--- config.mk ---
export PLATFORM = sky130hd
export DESIGN_NAME = fp_mult_seq
export DESIGN_NICKNAME = d
export VERILOG_FILES = /design/src/rtl/fp_mult_seq.sv
export SDC_FILE = /design/constraint.sdc
export NUM_CORES = 1
export LEC_CHECK = 0
export CAP_MARGIN = 15
export CORE_UTILIZATION = 50
export DETAILED_ROUTE_END_ITERATION = 10
export HOLD_SLACK_MARGIN = 0.06
export PLACE_DENSITY = 0.7
export SYNTH_ARGS = -nofsm -noshare
export SYNTH_HDL_FRONTEND = slang
export SYNTH_SLANG_ARGS = --single-unit
--- constraint.sdc ---
create_clock -name clk -period 8.1 [get_ports clk]
set_input_delay 1.215 -clock clk [delete_from_list [all_inputs] [get_ports clk]]
set_output_delay 1.215 -clock clk [all_outputs]
set_load 0.02 [all_outputs]
--- src/rtl/fp_mult_seq.sv ---
// Iterative single-issue floating-point multiplier: radix-2 shift-add significand
// multiply over H cycles, then one cycle of normalise/round/pack.
module fp_mult_seq #(
    parameter int unsigned EXP_WIDTH  = 8,
    parameter int unsigned MANT_WIDTH = 23,
    parameter int unsigned TRUNC_BITS = 0,
    parameter int unsigned BIT_WIDTH  = 1 + EXP_WIDTH + MANT_WIDTH
) (
    input  logic                 clk,
    input  logic                 rst,
    input  logic                 in_valid,
    output logic                 in_ready,
    input  logic [BIT_WIDTH-1:0] a_operand,
    input  logic [BIT_WIDTH-1:0] b_operand,
    output logic                 out_valid,
    input  logic                 out_ready,
    output logic [BIT_WIDTH-1:0] result,
    output logic                 exception,
    output logic                 overflow,
    output logic                 underflow,
    output logic                 zero
);

    localparam int unsigned H  = MANT_WIDTH + 1;
    localparam int unsigned PW = 2 * H;
    localparam int unsigned CW = (H > 1) ? $clog2(H) : 1;
    localparam int unsigned EW = EXP_WIDTH + 2;
    localparam logic [EW-1:0] Bias = EW'((2 ** (EXP_WIDTH - 1)) - 1);
    localparam logic [EW-1:0] ExpMax = EW'((2 ** EXP_WIDTH) - 1);

    typedef enum logic [1:0] {StIdle, StMul, StNorm, StDone} state_e;

    state_e                 state_q, state_d;
    logic [CW-1:0]          cnt_q, cnt_d;
    logic [BIT_WIDTH-1:0]   a_q, a_d;
    logic                   b_sign_q, b_sign_d;
    logic [EXP_WIDTH-1:0]   b_exp_q, b_exp_d;
    logic [PW-1:0]          acc_q, acc_d;
    logic [H-1:0]           mplier_q, mplier_d;
    logic [BIT_WIDTH-1:0]   result_q, result_d;
    logic                   exc_q, exc_d, ovf_q, ovf_d, unf_q, unf_d, zero_q, zero_d;

    logic [EXP_WIDTH-1:0]   a_exp, in_b_exp;
    logic [H-1:0]           a_sig;
    logic [H:0]             step_sum;
    logic [PW-1:0]          trunc_mask, prod_t;
    logic                   norm, guard, sticky, round_carry, sign;
    logic [PW-2:0]          prod_n;
    logic [MANT_WIDTH:0]    mant_sum;
    logic [EW-1:0]          exp_sum;
    logic                   n_exc, n_zero, n_ovf, n_unf;
    logic [BIT_WIDTH-1:0]   n_result;

    assign a_exp    = a_q[BIT_WIDTH-2 -: EXP_WIDTH];
    assign in_b_exp = b_operand[BIT_WIDTH-2 -: EXP_WIDTH];
    assign a_sig    = {|a_exp, a_q[MANT_WIDTH-1:0]};
    assign sign     = a_q[BIT_WIDTH-1] ^ b_sign_q;

    // Add the multiplicand into the upper half, then shift the whole accumulator right.
    assign step_sum = {1'b0, acc_q[PW-1:H]} + (mplier_q[0] ? {1'b0, a_sig} : '0);

    always_comb begin
        trunc_mask = '1;
        for (int i = 0; i < int'(TRUNC_BITS); i++) begin
            trunc_mask[i] = 1'b0;
        end
        prod_t      = acc_q & trunc_mask;
        norm        = prod_t[PW-1];
        prod_n      = norm ? prod_t[PW-2:0] : {prod_t[PW-3:0], 1'b0};
        guard       = prod_n[MANT_WIDTH];
        sticky      = |prod_n[MANT_WIDTH-1:0];
        mant_sum    = {1'b0, prod_n[PW-2:MANT_WIDTH+1]} + (MANT_WIDTH+1)'(guard & sticky);
        round_carry = mant_sum[MANT_WIDTH];
        exp_sum     = {2'b00, a_exp} + {2'b00, b_exp_q} - Bias + EW'(norm) + EW'(round_carry);

        n_exc  = (&a_exp) | (&b_exp_q);
        n_zero = !n_exc && (acc_q == '0);
        n_ovf  = !n_exc && !n_zero && ($signed(exp_sum) >= $signed(ExpMax));
        n_unf  = !n_exc && !n_zero && !n_ovf && ($signed(exp_sum) <= $signed(EW'(0)));

        if (n_exc) begin
            n_result = '0;
        end else if (n_zero || n_unf) begin
            n_result = {sign, {(BIT_WIDTH-1){1'b0}}};
        end else if (n_ovf) begin
            n_result = {sign, {EXP_WIDTH{1'b1}}, {MANT_WIDTH{1'b0}}};
        end else begin
            n_result = {sign, exp_sum[EXP_WIDTH-1:0], mant_sum[MANT_WIDTH-1:0]};
        end
    end

    always_comb begin
        state_d  = state_q;
        cnt_d    = cnt_q;
        a_d      = a_q;
        b_sign_d = b_sign_q;
        b_exp_d  = b_exp_q;
        acc_d    = acc_q;
        mplier_d = mplier_q;
        result_d = result_q;
        exc_d    = exc_q;
        ovf_d    = ovf_q;
        unf_d    = unf_q;
        zero_d   = zero_q;
        unique case (state_q)
            StIdle: begin
                if (in_valid) begin
                    a_d      = a_operand;
                    b_sign_d = b_operand[BIT_WIDTH-1];
                    b_exp_d  = in_b_exp;
                    acc_d    = '0;
                    mplier_d = {|in_b_exp, b_operand[MANT_WIDTH-1:0]};
                    cnt_d    = '0;
                    state_d  = StMul;
                end
            end
            StMul: begin
                acc_d    = {step_sum, acc_q[H-1:1]};
                mplier_d = {1'b0, mplier_q[H-1:1]};
                if (cnt_q == CW'(H - 1)) begin
                    cnt_d   = '0;
                    state_d = StNorm;
                end else begin
                    cnt_d = cnt_q + 1'b1;
                end
            end
            StNorm: begin
                result_d = n_result;
                exc_d    = n_exc;
                ovf_d    = n_ovf;
                unf_d    = n_unf;
                zero_d   = n_zero;
                state_d  = StDone;
            end
            StDone: begin
                if (out_ready) begin
                    state_d = StIdle;
                end
            end
            default: state_d = StIdle;
        endcase
    end

    always_ff @(posedge clk) begin
        if (rst) begin
            state_q  <= StIdle;
            cnt_q    <= '0;
            a_q      <= '0;
            b_sign_q <= 1'b0;
            b_exp_q  <= '0;
            acc_q    <= '0;
            mplier_q <= '0;
            result_q <= '0;
            exc_q    <= 1'b0;
            ovf_q    <= 1'b0;
            unf_q    <= 1'b0;
            zero_q   <= 1'b0;
        end else begin
            state_q  <= state_d;
            cnt_q    <= cnt_d;
            a_q      <= a_d;
            b_sign_q <= b_sign_d;
            b_exp_q  <= b_exp_d;
            acc_q    <= acc_d;
            mplier_q <= mplier_d;
            result_q <= result_d;
            exc_q    <= exc_d;
            ovf_q    <= ovf_d;
            unf_q    <= unf_d;
            zero_q   <= zero_d;
        end
    end

    assign in_ready  = (state_q == StIdle);
    assign out_valid = (state_q == StDone);
    assign result    = result_q;
    assign exception = exc_q;
    assign overflow  = ovf_q;
    assign underflow = unf_q;
    assign zero      = zero_q;

endmodule

**Word level (Yosys, flattened, before mapping)**

Index checks and enable logic that the tools add are counted.

- Add/sub/neg operators: 7
- Magnitude comparators: 2
- Equality and inequality tests: 7
- Multiplexer cells: 16
- Bitwise logic cells: 3
- Reductions and logical operators: 20

Operator list:

| cell | count |
|---|---|
| 48-bit case mux with 2 select lines | 1 |
| 31-bit two-way mux | 2 |
| 48-bit logical NOT | 1 |
| 24-bit two-way mux | 2 |
| 48-bit two-way mux | 1 |
| 24-bit case mux with 2 select lines | 1 |
| 47-bit two-way mux | 1 |
| 32-bit two-way mux | 1 |
| 24-bit by 24-bit adder with 25-bit output | 1 |
| 23-bit by 1-bit adder with 24-bit output | 1 |
| 23-bit OR reduction | 1 |
| 10-bit by 1-bit adder with 10-bit output | 2 |
| 8-bit AND reduction | 2 |
| 8-bit OR reduction | 2 |
| 10-bit by 9-bit >= comparator with 1-bit output, second input constant | 1 |
| 10-bit by 1-bit less-or-equal comparator with 1-bit output, second input constant | 1 |
| 5-bit two-way mux | 2 |
| 5-bit case mux with 2 select lines | 1 |
| 9-bit by 7-bit subtractor with 10-bit output, second input constant | 1 |
| 8-bit by 8-bit adder with 9-bit output | 1 |
| 2-bit case mux with 4 select lines | 1 |
| 2-bit two-way mux | 3 |
| 5-bit by 1-bit adder with 5-bit output, second input constant | 1 |
| 5-bit equality test, second input constant | 1 |
| 14 further kinds | 23 |

- Register bits after elaboration: 156
- Output and inout bits: 38

**Logic depth before layout (Yosys ltp)**

Gate-level depths: netlist of the first run.

- Word-level depth: 13
- Depth in mapped cells: 24
- Mapped depth without buffers: 20

**Worst setup path before layout of the first run**

Ideal clock, no wire load.

- Kind: flip-flop to flip-flop
- Start point: register acc_q[47]
- End point: register result_q[7] (netlist: result[7])
- Library setup time: 117 ps
- Arrival time: 5225 ps
- Required time: 7983 ps
- Setup slack: 2758 ps
- Cell stages (with the launch flop): 25
- Buffers on the path: 6
- Cell sequence: dfxtp_1 buf_4 buf_2 buf_1 buf_6 o311ai_0 o21ai_0 ha_1 nand3_1 a2111oi_2 and2_0 buf_2 and2_1 nand4_1 fa_1 fa_1 nor2b_1 o211a_1 o31a_1 a21oi_1 or4b_1 a21oi_4 nor3_4 buf_6 a32o_1

- Cells in the longest elaborated chain, start to end: 13
- Elaborated cells between the ends (all ways): 20
- Those cells by class: add/sub: 3; order compare: 2; mux: 4; bitwise: 1; reduce/logical: 10

Ends and longest elaborated chain:

| what | RTL line | RTL |
|---|---|---|
| start, declared | 38 | `logic [PW-1:0] acc_q, acc_d;` |
| start signal, assigned | 151 | `acc_q <= '0;` |
| start signal, assigned | 164 | `acc_q <= acc_d;` |
| 47-bit two-way mux | 69 | `prod_n = norm ? prod_t[PW-2:0] : {prod_t[PW-3:0], 1'b0};` |
| 23-bit OR reduction | 71 | `sticky = \|prod_n[MANT_WIDTH-1:0];` |
| 1-bit bitwise AND | 72 | `mant_sum = {1'b0, prod_n[PW-2:MANT_WIDTH+1]} + (MANT_WIDTH+1)'(guard & sticky);` |
| 23-bit by 1-bit adder with 24-bit output | 72 |  |
| 10-bit by 1-bit adder with 10-bit output | 74 | `exp_sum = {2'b00, a_exp} + {2'b00, b_exp_q} - Bias + EW'(norm) + EW'(round_carry);` |
| 10-bit by 9-bit >= comparator with 1-bit output | 78 | `n_ovf = !n_exc && !n_zero && ($signed(exp_sum) >= $signed(ExpMax));` |
| 1-bit logical AND | 78 |  |
| 1-bit logical NOT | 79 | `n_unf = !n_exc && !n_zero && !n_ovf && ($signed(exp_sum) <= $signed(EW'(0)));` |
| 1-bit logical AND (2 in series) | 79 |  |
| 1-bit logical OR | 83 | `end else if (n_zero \|\| n_unf) begin` |
| 31-bit two-way mux * | 83 |  |
| 32-bit two-way mux * | 81 | `if (n_exc) begin` |
| end signal, assigned | 166 | `result_q <= result_d;` |
| end, declared | 40 | `logic [BIT_WIDTH-1:0] result_q, result_d;` |

Mark *: on every way between the ends. The rest lies on a longest branch, timed or not.
A chain may end at the register's enable or synchronous reset.

**Worst setup path in the final report of the first run**

Same ends and word-level chain as after synthesis.

==> impl_metrics.env, run 1 <==
export IMPL_status="finished clean"
export IMPL_critical_path_arrival_ps=6390
export IMPL_cts_tree="yes"
export IMPL_fin_crit_ps=6031
export IMPL_diodes=0
export IMPL_die_h_um=132.9
export IMPL_stdcell_count=1342
export IMPL_clk_path_buf_depth=2
export IMPL_crit_required_ps=8460
export IMPL_grt_pass1_wl_um=33140
export IMPL_num_fill_cells=1472
export IMPL_hp_class="register to register"
export IMPL_post_place_cells=1309
export IMPL_syn_inst=1046
export IMPL_hold_violations=0
export IMPL_synthMostInstantiatedCell="dfxtp_1"
export IMPL_synth_nets=1163
export IMPL_slew_headroom_pct=29.50
export IMPL_layout_drive_gt1_share_pct=5.348
export IMPL_core_area_mm2=0.01664
export IMPL_vias_per_cell=5.667
export IMPL_wl_per_cell_um=14.96
export IMPL_crit_type="register to register"
export IMPL_grt_pass1_vias=6751
export IMPL_critPathLaunch="acc_q[47]$_SDFFE_PP0P_"
export IMPL_clock_fmax_mhz=165.8
export IMPL_finalSetupViolations=0
export IMPL_ir_drop_mv=0.1543
export IMPL_synth_yosys_warnings=0
export IMPL_grt_setup_unrepaired="false"
export IMPL_die_w_um=132.9
export IMPL_syn_area_mm2=0.008566
export IMPL_timing_final_crit_share_pct=74.46
export IMPL_timing_max_cap_violations=0
export IMPL_avgSynthCellArea_um2=8.189
export IMPL_power_leakage_nw=3.920
export IMPL_syn_to_final_growth_pct=19.25
export IMPL_fin_skew_ps=11.65
export IMPL_dpl_hpwl_um=14230
export IMPL_ctsResizeCount=0
export IMPL_yosys_cell_types_count=76
export IMPL_power_density_mw_per_mm2=252.1
export IMPL_min_from="a_q[17]$_SDFFE_PP0P_"
export IMPL_drt_initial_drc_count=551
export IMPL_synth_flop_cell="dfxtp_1"
export IMPL_drc_errors=0
export IMPL_htree_levels=4
export IMPL_postCtsSetupBuffers=0
export IMPL_synth_top_area_cell="dfxtp_1"
export IMPL_cp_start_kind="register"
export IMPL_clock_sinks=156
export IMPL_start_util_pct=51.47
export IMPL_routed_wl_um=20080
export IMPL_root_buffer="clkbuf_16"
export IMPL_grt_util_all_layers_pct=23.15
export IMPL_insertion_delay_ps=430
export IMPL_nNetsFinal=1226
export IMPL_grt_overflow_total=0
export IMPL_numCtsBuffers=17
export IMPL_dpl_worst_slack_ps=2072
export IMPL_worstMarginPinSlew_ps=1058
export IMPL_finalWorstSetupSlack_ps=2069
export IMPL_reg2reg_from="acc_q[47]$_SDFFE_PP0P_"
export IMPL_fin_hold_ws_ps=448.7
export IMPL_postRouteAntennaNets=0
export IMPL_synthTopCellsByArea="dfxtp_1, nand2_1, ha_1, a21oi_1, nor2_1"
export IMPL_worstSetupEndpointType="register"
export IMPL_port_buffer_count=105
export IMPL_clk_pin_slew_worst_paths_ps=70
export IMPL_antenna_found_initial=0
export IMPL_cts_hold_buf=0
export IMPL_tns_ps=0
export IMPL_core_rowCount=47
export IMPL_drtPass1Iterations=5
export IMPL_synth_enable_flop_cells=0
export IMPL_place_congestion=0.9103
export IMPL_grt_max_degree=68
export IMPL_async_flop_share_pct=0
export IMPL_io_pins=106
export IMPL_synth_seq_area_share_pct=36.46
export IMPL_synthTopCellsByCount="dfxtp_1, nand2_1, nor2_1"
export IMPL_worst_path_max_fanout=30
export IMPL_via_count=7605
export IMPL_synth_top_cell_area_share_pct=36.46
export IMPL_dieArea_mm2=0.01766
export IMPL_slew_violations=0
export IMPL_power_mw=2.575
export IMPL_synth_seq_cells=156
[power breakdown]
group | total, mW | switching, mW | internal [mW]
combinational | 0.824 | 0.516 | 0.308
clock | 0.777 | 0.366 | 0.411
sequential | 0.974 | 0.0887 | 0.886
total | 2.58 | 0.971 | 1.60
[worst max-delay path, cell delays in order (launching register included)]
cell	delay (ps)
dfxtp_1	960
o311ai_0	270
o21ai_0	150
ha_1	220
nand3_1	130
a2111oi_2	530
and2_0	370
and2_1	240
nand4_1	200
fa_1	480
fa_1	420
nor2b_1	160
o211a_1	160
o31a_1	200
nor2_1	60
a31oi_1	340
a21oi_4	140
nor3_4	670
a32o_1	270
[sequential cells by signal, summed over array words and instances, names as in the netlist]
register / flops
acc_q: 48
a_q: 32
result: 32
mplier_q: 24
b_exp_q: 8
cnt_q: 5
state_q: 2
b_sign_q: 1
exception: 1
overflow: 1
underflow: 1
zero: 1
[layer usage]
metal	up-vias	GRT usage [%]	part of all wire (%)	wire length [µm]
met5	-	0	0	0
met4	0	7.535	1.5	304
met3	26	4.061	4.5	911
met2	193	34.61	43	8649
met1	3483	33.52	51	10210
li1	3903	-	-	-
[path summary, 6_finish.rpt]
check / endpoint / slack (ps) / cells after the start
setup / recovery: result[7]$_SDFFE_PP0P_ / 2070 / 18
hold / removal: a_q[17]$_SDFFE_PP0P_ / 450 / 2
setup reg to reg: result[7]$_SDFFE_PP0P_ / 2070 / 18
hold reg to reg: a_q[17]$_SDFFE_PP0P_ / 450 / 2
[stage by stage]
step                area [µm²]  utilization, %
floorplan                 8566               -
global placement          9630           57.87
detailed placement        9630           57.87
CTS                      10200           61.29
global route             10210           61.38
finish                   10210           61.38
[cell type report]
class                   count  area [µm²]  area share [%]
flip-flops and latches    156        3123           30.57
clock buffers              17       425.4           4.165
inverters                  24       90.09          0.8819
well taps                 220       275.3           2.695
clock inverters            15       143.9           1.409
multi-input cells         797        5041           49.35
repair buffers            113        1116           10.93
[logic make-up after synthesis]
group | Yosys count | synth area share [%]
buffers and inverters | 93 | 4.718
AOI/OAI and AO/OA | 301 | 24.13
and+or+nand+nor | 389 | 21.01
xor gates and xnor gates | 36 | 3.681
DFF | 156 | 36.46
muxes | 22 | 2.585
adders and majority gates | 49 | 7.420
[layout by cell type (no fill, tap or decap), types with 8 or more instances in the layout]
cell type	n
a211oi_1	29
a21o_1	12
a21oi_1	86
a22o_1	25
a22oi_1	35
a311oi_1	12
a31oi_1	8
and2_1	29
buf_4	8
clkbuf_16	17
clkdlybuf4s50_1	104
dfxtp_1	156
ha_1	46
inv_1	23
inv_6	8
mux2i_1	21
nand2_1	154
nand2b_1	11
nand3_1	14
nand4_1	11
nor2_1	98
nor3_1	25
nor4_1	17
o21ai_0	32
o22ai_1	9
xnor2_1	17
xor2_1	19
(Power assumes the default switching activity.)
==> inputs of run 2 (changes only) <==
--- a/config.mk
+++ b/config.mk
@@ -9,7 +9,7 @@
 export CORE_UTILIZATION = 50
 export DETAILED_ROUTE_END_ITERATION = 10
 export HOLD_SLACK_MARGIN = 0.06
-export PLACE_DENSITY = 0.7
+export PLACE_DENSITY = 0.73
 export SYNTH_ARGS = -nofsm -noshare
 export SYNTH_HDL_FRONTEND = slang
 export SYNTH_SLANG_ARGS = --single-unit
==> constraint.sdc (replaced) <==
create_clock -name clk -period 5.4 [get_ports clk]
set_input_delay 0.81 -clock clk [delete_from_list [all_inputs] [get_ports clk]]
set_output_delay 0.81 -clock clk [all_outputs]
set_load 0.02 [all_outputs]
==> impl_metrics.env, run 2 (same netlist as run 1, synthesis figures left out) <==
export IMPL_cp_start_kind="register"
export IMPL_worstMarginPinSlew_ps=1085
export IMPL_syn_to_final_growth_pct=20.87
export IMPL_grt_pass1_vias=7042
export IMPL_postRouteAntennaNets=0
export IMPL_fin_crit_ps=5140
export IMPL_min_from="a_q[13]$_SDFFE_PP0P_"
export IMPL_power_density_mw_per_mm2=383.5
export IMPL_power_leakage_nw=3.973
export IMPL_vias_per_cell=5.687
export IMPL_routed_wl_um=20610
export IMPL_start_util_pct=51.47
export IMPL_dpl_worst_slack_ps=239.6
export IMPL_worst_path_max_fanout=11
export IMPL_crit_required_ps=5720
export IMPL_critical_path_arrival_ps=5460
export IMPL_status="finished clean"
export IMPL_timing_final_crit_share_pct=95.18
export IMPL_largest_reg_flops=48
export IMPL_clock_fmax_mhz=194.6
export IMPL_top_register="acc_q"
export IMPL_reg2reg_from="acc_q[1]$_SDFFE_PP0P_"
export IMPL_drt_initial_drc_count=573
export IMPL_layout_drive_gt1_share_pct=6.537
export IMPL_numCtsBuffers=17
export IMPL_crit_type="register to register"
export IMPL_worstSetupEndpointType="register"
export IMPL_grt_pass1_wl_um=34230
export IMPL_fin_skew_ps=9.222
export IMPL_place_congestion=0.9279
export IMPL_critPathLaunch="acc_q[1]$_SDFFE_PP0P_"
export IMPL_mostFrequentLayoutCell="dfxtp_1"
export IMPL_drtPass1Iterations=6
export IMPL_finalWorstSetupSlack_ps=260.1
export IMPL_htree_levels=4
export IMPL_insertion_delay_ps=430
export IMPL_grt_setup_unrepaired="false"
export IMPL_dieArea_mm2=0.01766
export IMPL_hp_class="register to register"
export IMPL_die_w_um=132.9
export IMPL_via_count=7689
export IMPL_root_buffer="clkbuf_16"
export IMPL_port_buffer_count=105
export IMPL_clk_path_buf_depth=2
export IMPL_wl_per_cell_um=15.25
export IMPL_timing_max_cap_violations=0
export IMPL_grt_max_degree=76
export IMPL_slew_violations=0
export IMPL_io_pins=106
export IMPL_die_h_um=132.9
export IMPL_antenna_found_initial=0
export IMPL_clk_pin_slew_worst_paths_ps=70
export IMPL_tns_ps=0
export IMPL_hold_violations=0
export IMPL_grt_overflow_total=0
export IMPL_clock_sinks=156
export IMPL_final_cell_mix="dfxtp_1, nand2_1, clkdlybuf4s50_1, nor2_1, a21oi_1"
export IMPL_core_area_mm2=0.01664
export IMPL_grt_util_all_layers_pct=23.66
export IMPL_dpl_hpwl_um=14420
export IMPL_cts_tree="yes"
export IMPL_ir_drop_mv=0.3568
export IMPL_core_rowCount=47
export IMPL_diodes=0
export IMPL_nNetsFinal=1236
export IMPL_slew_headroom_pct=27.62
export IMPL_drc_errors=0
export IMPL_finalSetupViolations=0
[run 2: timing repair]
item,CTS,global route
buffers inserted,0,0
setup endpoints to repair,0,22
resized for setup,0,5
hold buffers,0,0
[run 2: final cells by class]
cell class / count / area (µm²)
Clock inverter: 14 / 182.7
Multi-Input combinational cell: 798 / 5067
Tap cell: 220 / 275.3
Fill cell: 1506 / 6289
Inverter: 24 / 90.09
Timing Repair Buffer: 122 / 1176
Sequential cell: 156 / 3123
Clock buffer: 18 / 439.2
[run 2: critical path, cell delays in order, from the launching register on]
cell,delay (ps)
dfxtp_1,370
nor4_1,80
nand4_1,130
o21ai_0,100
o21ai_0,180
ha_2,240
nand3_1,160
a2111oi_2,310
buf_4,190
and2_0,150
and2_4,170
nand4_1,150
fa_2,410
fa_1,420
nor2b_2,170
o211a_1,170
o31a_1,200
a21oi_1,110
or4b_1,600
a21oi_4,300
nor3_4,150
a32o_1,270
[run 2: path summary, 6_finish.rpt]
path	end	slack [ps]	cells past startpoint
worst max-delay path	result[5]$_SDFFE_PP0P_	260	21
worst max register to register	result[5]$_SDFFE_PP0P_	260	21
worst min register to register	a_q[13]$_SDFFE_PP0P_	450	2
worst min-delay path	a_q[13]$_SDFFE_PP0P_	450	2
[run 2: report_power, final]
group          switching (mW)  internal (mW)  leakage, nW
Clock                   0.508          0.749        0.295
Combinational           0.788          0.462         2.41
Sequential              0.135           1.33         1.27
[run 2: metal layers]
layer / vias up / track usage, % / part of all wire (%)
li1: 3919 / - / -
met1: 3549 / 33.95 / 50
met2: 200 / 37.06 / 45
met3: 21 / 3.410 / 4.3
met4: 0 / 6.066 / 1.1
met5: - / 0 / 0
[run 2: per-stage QoR]
stage	total power [mW]	std cells	util, %	cell area (µm²)	hold slack (ps)
finish	3.970	1352	62.21	10350	450.0
global route	4.207	1352	62.21	10350	467.1
CTS	3.985	1351	62.06	10330	453.3
detailed placement	2.725	1319	58.32	9706	444.6
global placement	2.698	1319	58.32	9706	438.6
floorplan	2.381	1046	-	8566	431.7
==> inputs of run 3 (changes only) <==
--- a/config.mk
+++ b/config.mk
@@ -8,8 +8,8 @@
 export CAP_MARGIN = 15
 export CORE_UTILIZATION = 50
 export DETAILED_ROUTE_END_ITERATION = 10
-export HOLD_SLACK_MARGIN = 0.06
 export PLACE_DENSITY = 0.73
+export SETUP_SLACK_MARGIN = 0.1
 export SYNTH_ARGS = -nofsm -noshare
 export SYNTH_HDL_FRONTEND = slang
 export SYNTH_SLANG_ARGS = --single-unit
==> impl_metrics.env, run 3 (same netlist as run 1, synthesis figures left out) <==
export IMPL_status="finished clean"
export IMPL_routed_wl_um=20810
export IMPL_slew_headroom_pct=28.06
export IMPL_place_area_mm2=0.009721
export IMPL_tns_ps=0
export IMPL_slew_violations=0
export IMPL_critPathMaxStageDelay_ps=590
export IMPL_syn_to_final_growth_pct=21.49
export IMPL_regToRegSetupSlack_ps=500
export IMPL_drc_errors=0
export IMPL_worst_path_stages=21
export IMPL_root_buffer="clkbuf_16"
export IMPL_cp_start_kind="register"
export IMPL_final_cell_area_mm2=0.01041
export IMPL_critPathLaunch="acc_q[1]$_SDFFE_PP0P_"
export IMPL_r2r_cells=21
export IMPL_crit_end="result[1]$_SDFFE_PP0P_"
export IMPL_min_from="a_q[18]$_SDFFE_PP0P_"
export IMPL_crit_type="register to register"
export IMPL_fin_crit_ps=4897
export IMPL_grt_pass1_wl_um=34160
export IMPL_place_congestion=0.9105
export IMPL_antenna_found_initial=0
export IMPL_layout_drive_gt1_share_pct=6.608
export IMPL_critical_path_arrival_ps=5220
export IMPL_path_buf_inv=1
export IMPL_critical_path_top_delay_family="simple AND/OR/NAND/NOR gates"
export IMPL_area_sequential_mm2=0.003123
export IMPL_vias_per_cell=5.729
export IMPL_reg2reg_from="acc_q[1]$_SDFFE_PP0P_"
export IMPL_cts_hold_buf=0
export IMPL_multi_input_area_mm2=0.005077
export IMPL_timing_final_crit_share_pct=90.68
export IMPL_die_h_um=132.9
export IMPL_p_switching_mw=1.453
export IMPL_clkPwrFrac_pct=32.1
export IMPL_grt_pass1_vias=7024
export IMPL_timing_rr_end="result[1]$_SDFFE_PP0P_"
export IMPL_hold_violations=0
export IMPL_cts_tree="yes"
export IMPL_drt_initial_drc_count=516
export IMPL_numCtsBuffers=17
export IMPL_dieArea_mm2=0.01766
export IMPL_insertion_delay_ps=430
export IMPL_nNetsFinal=1239
export IMPL_crit_required_ps=5720
export IMPL_fin_skew_ps=10.17
export IMPL_grt_overflow_total=0
export IMPL_dpl_hpwl_um=14520
export IMPL_p_comb_share_pct=31.8
export IMPL_mostFrequentLayoutCell="dfxtp_1"
export IMPL_clock_sinks=156
export IMPL_io_pins=106
export IMPL_top_register="acc_q"
export IMPL_p_int_mw=2.542
export IMPL_clk_pin_slew_worst_paths_ps=70
export IMPL_grt_util_all_layers_pct=23.71
export IMPL_power_density_mw_per_mm2=383.9
export IMPL_num_fill_cells=1491
export IMPL_post_place_cells=1321
export IMPL_worstMarginPinSlew_ps=1078
export IMPL_clock_fmax_mhz=204.2
export IMPL_worst_path_max_fanout=4
export IMPL_worstSetupEndpointType="register"
export IMPL_port_buffer_count=105
export IMPL_htree_levels=4
export IMPL_stdcell_count=1355
export IMPL_die_w_um=132.9
export IMPL_finalSetupViolations=0
export IMPL_pwr_share_seq_pct=36.1
export IMPL_crit_chain="nor4_1, nand4_1, o21ai_0, o21ai_0, ha_1, nand3_2, a2111oi_4, and2_0, and2_1, nand4_1, fa_2, fa_1, nor2b_1, o211a_1, o31a_1, a21oi_1, or4b_1, a21oi_4, buf_12, nor4_1, a22o_1"
export IMPL_start_util_pct=51.47
export IMPL_wl_per_cell_um=15.36
export IMPL_via_count=7763
export IMPL_hp_class="register to register"
export IMPL_clk_path_buf_depth=2
export IMPL_drtPass1Iterations=5
export IMPL_core_area_mm2=0.01664
export IMPL_cp_slowest_cell="or4b_1"
export IMPL_ir_drop_mv=0.2821
export IMPL_core_rowCount=47
export IMPL_diodes=0
export IMPL_power_leakage_nw=4.005
export IMPL_postRouteAntennaNets=0
export IMPL_largest_reg_flops=48
export IMPL_grt_max_degree=79
export IMPL_timing_max_cap_violations=0
export IMPL_switching_share_pct=36.36
export IMPL_final_cell_mix="dfxtp_1, nand2_1, clkdlybuf4s50_1, nor2_1, a21oi_1"
export IMPL_grt_setup_unrepaired="false"
==> run 3: cell count changes in the layout (fill, tap and decap cells not counted), sizes merged <==
cell | before | now
buf | 18 | 21
clkinvlp | 3 | 1
inv | 28 | 30
clkbuf | 18 | 17
clkinv | 4 | 5
==> run 3: cell type report <==
| cell class | instances | share of cell area [%] |
|---|---|---|
| Multi-Input combinational cell | 798 | 48.79 |
| Timing Repair Buffer | 125 | 11.64 |
| Inverter | 24 | 0.8657 |
| Clock inverter | 15 | 1.960 |
| Sequential cell | 156 | 30.01 |
| Tap cell | 220 | 2.645 |
| Clock buffer | 17 | 4.088 |
==> run 3: how the worst min path moves through the flow <==
| stage | to | slack, ps | depth (start not counted) |
|---|---|---|---|
| 2_1_floorplan | a_q[0]$_SDFFE_PP0P_ | 430 | 2 |
| 3_3_place_gp | a_q[10]$_SDFFE_PP0P_ | 440 | 2 |
| 3_5_place_dp | a_q[18]$_SDFFE_PP0P_ | 440 | 2 |
| 4_1_cts | a_q[18]$_SDFFE_PP0P_ | 450 | 2 |
| 5_1_grt | a_q[21]$_SDFFE_PP0P_ | 470 | 2 |
| 6_report | a_q[18]$_SDFFE_PP0P_ | 450 | 2 |
==> run 3: metal layers <==
| metal | vias to the layer above | global-route usage [%] | routed length, µm | share of wire, % |
|---|---|---|---|---|
| li1 | 3941 | - | - | - |
| met1 | 3587 | 33.66 | 10160 | 49 |
| met2 | 217 | 36.77 | 9405 | 45 |
| met3 | 18 | 3.602 | 1034 | 5.0 |
| met4 | 0 | 7.535 | 211 | 1.0 |
| met5 | - | 0 | 0 | 0 |
==> run 3: repair_timing <==
item,in CTS,in global routing
setup buffers,0,1
resized for setup,0,4
endpoints found under the setup margin,0,29
hold endpoints to repair,0,0
==> run 3: per-stage QoR <==
stage	util (%)	power (mW)	hold WS, ps	setup WS, ps
after detailed placement	58.41	2.723	442.7	316.5
after floorplan	-	2.381	431.7	203.8
after global routing	62.53	4.231	470.8	118.5
after global placement	58.41	2.698	437.7	463.3
after CTS	62.19	4.001	451.5	294.5
final	62.53	3.994	452.5	503.5
==> run 3: power by group through the flow <==
stage / registers, mW / logic [mW] / clock network (mW)
global placement: 1.46 / 1.24 / 0
finish: 1.44 / 1.27 / 1.28
global route: 1.46 / 1.42 / 1.35
floorplan: 1.44 / 0.937 / 0
detailed placement: 1.47 / 1.26 / 0
CTS: 1.44 / 1.27 / 1.29
==> run 3: worst reg2reg max path, stage by stage, from the launching register on <==
cell and delay [ps]:
dfxtp_1 360, nor4_1 70, nand4_1 130, o21ai_0 100, o21ai_0 170, ha_1 230, nand3_2 130, a2111oi_4 310
and2_0 200, and2_1 190, nand4_1 180, fa_2 410, fa_1 410, nor2b_1 180, o211a_1 170, o31a_1 200
a21oi_1 100, or4b_1 590, a21oi_4 250, buf_12 150, nor4_1 50, a22o_1 230
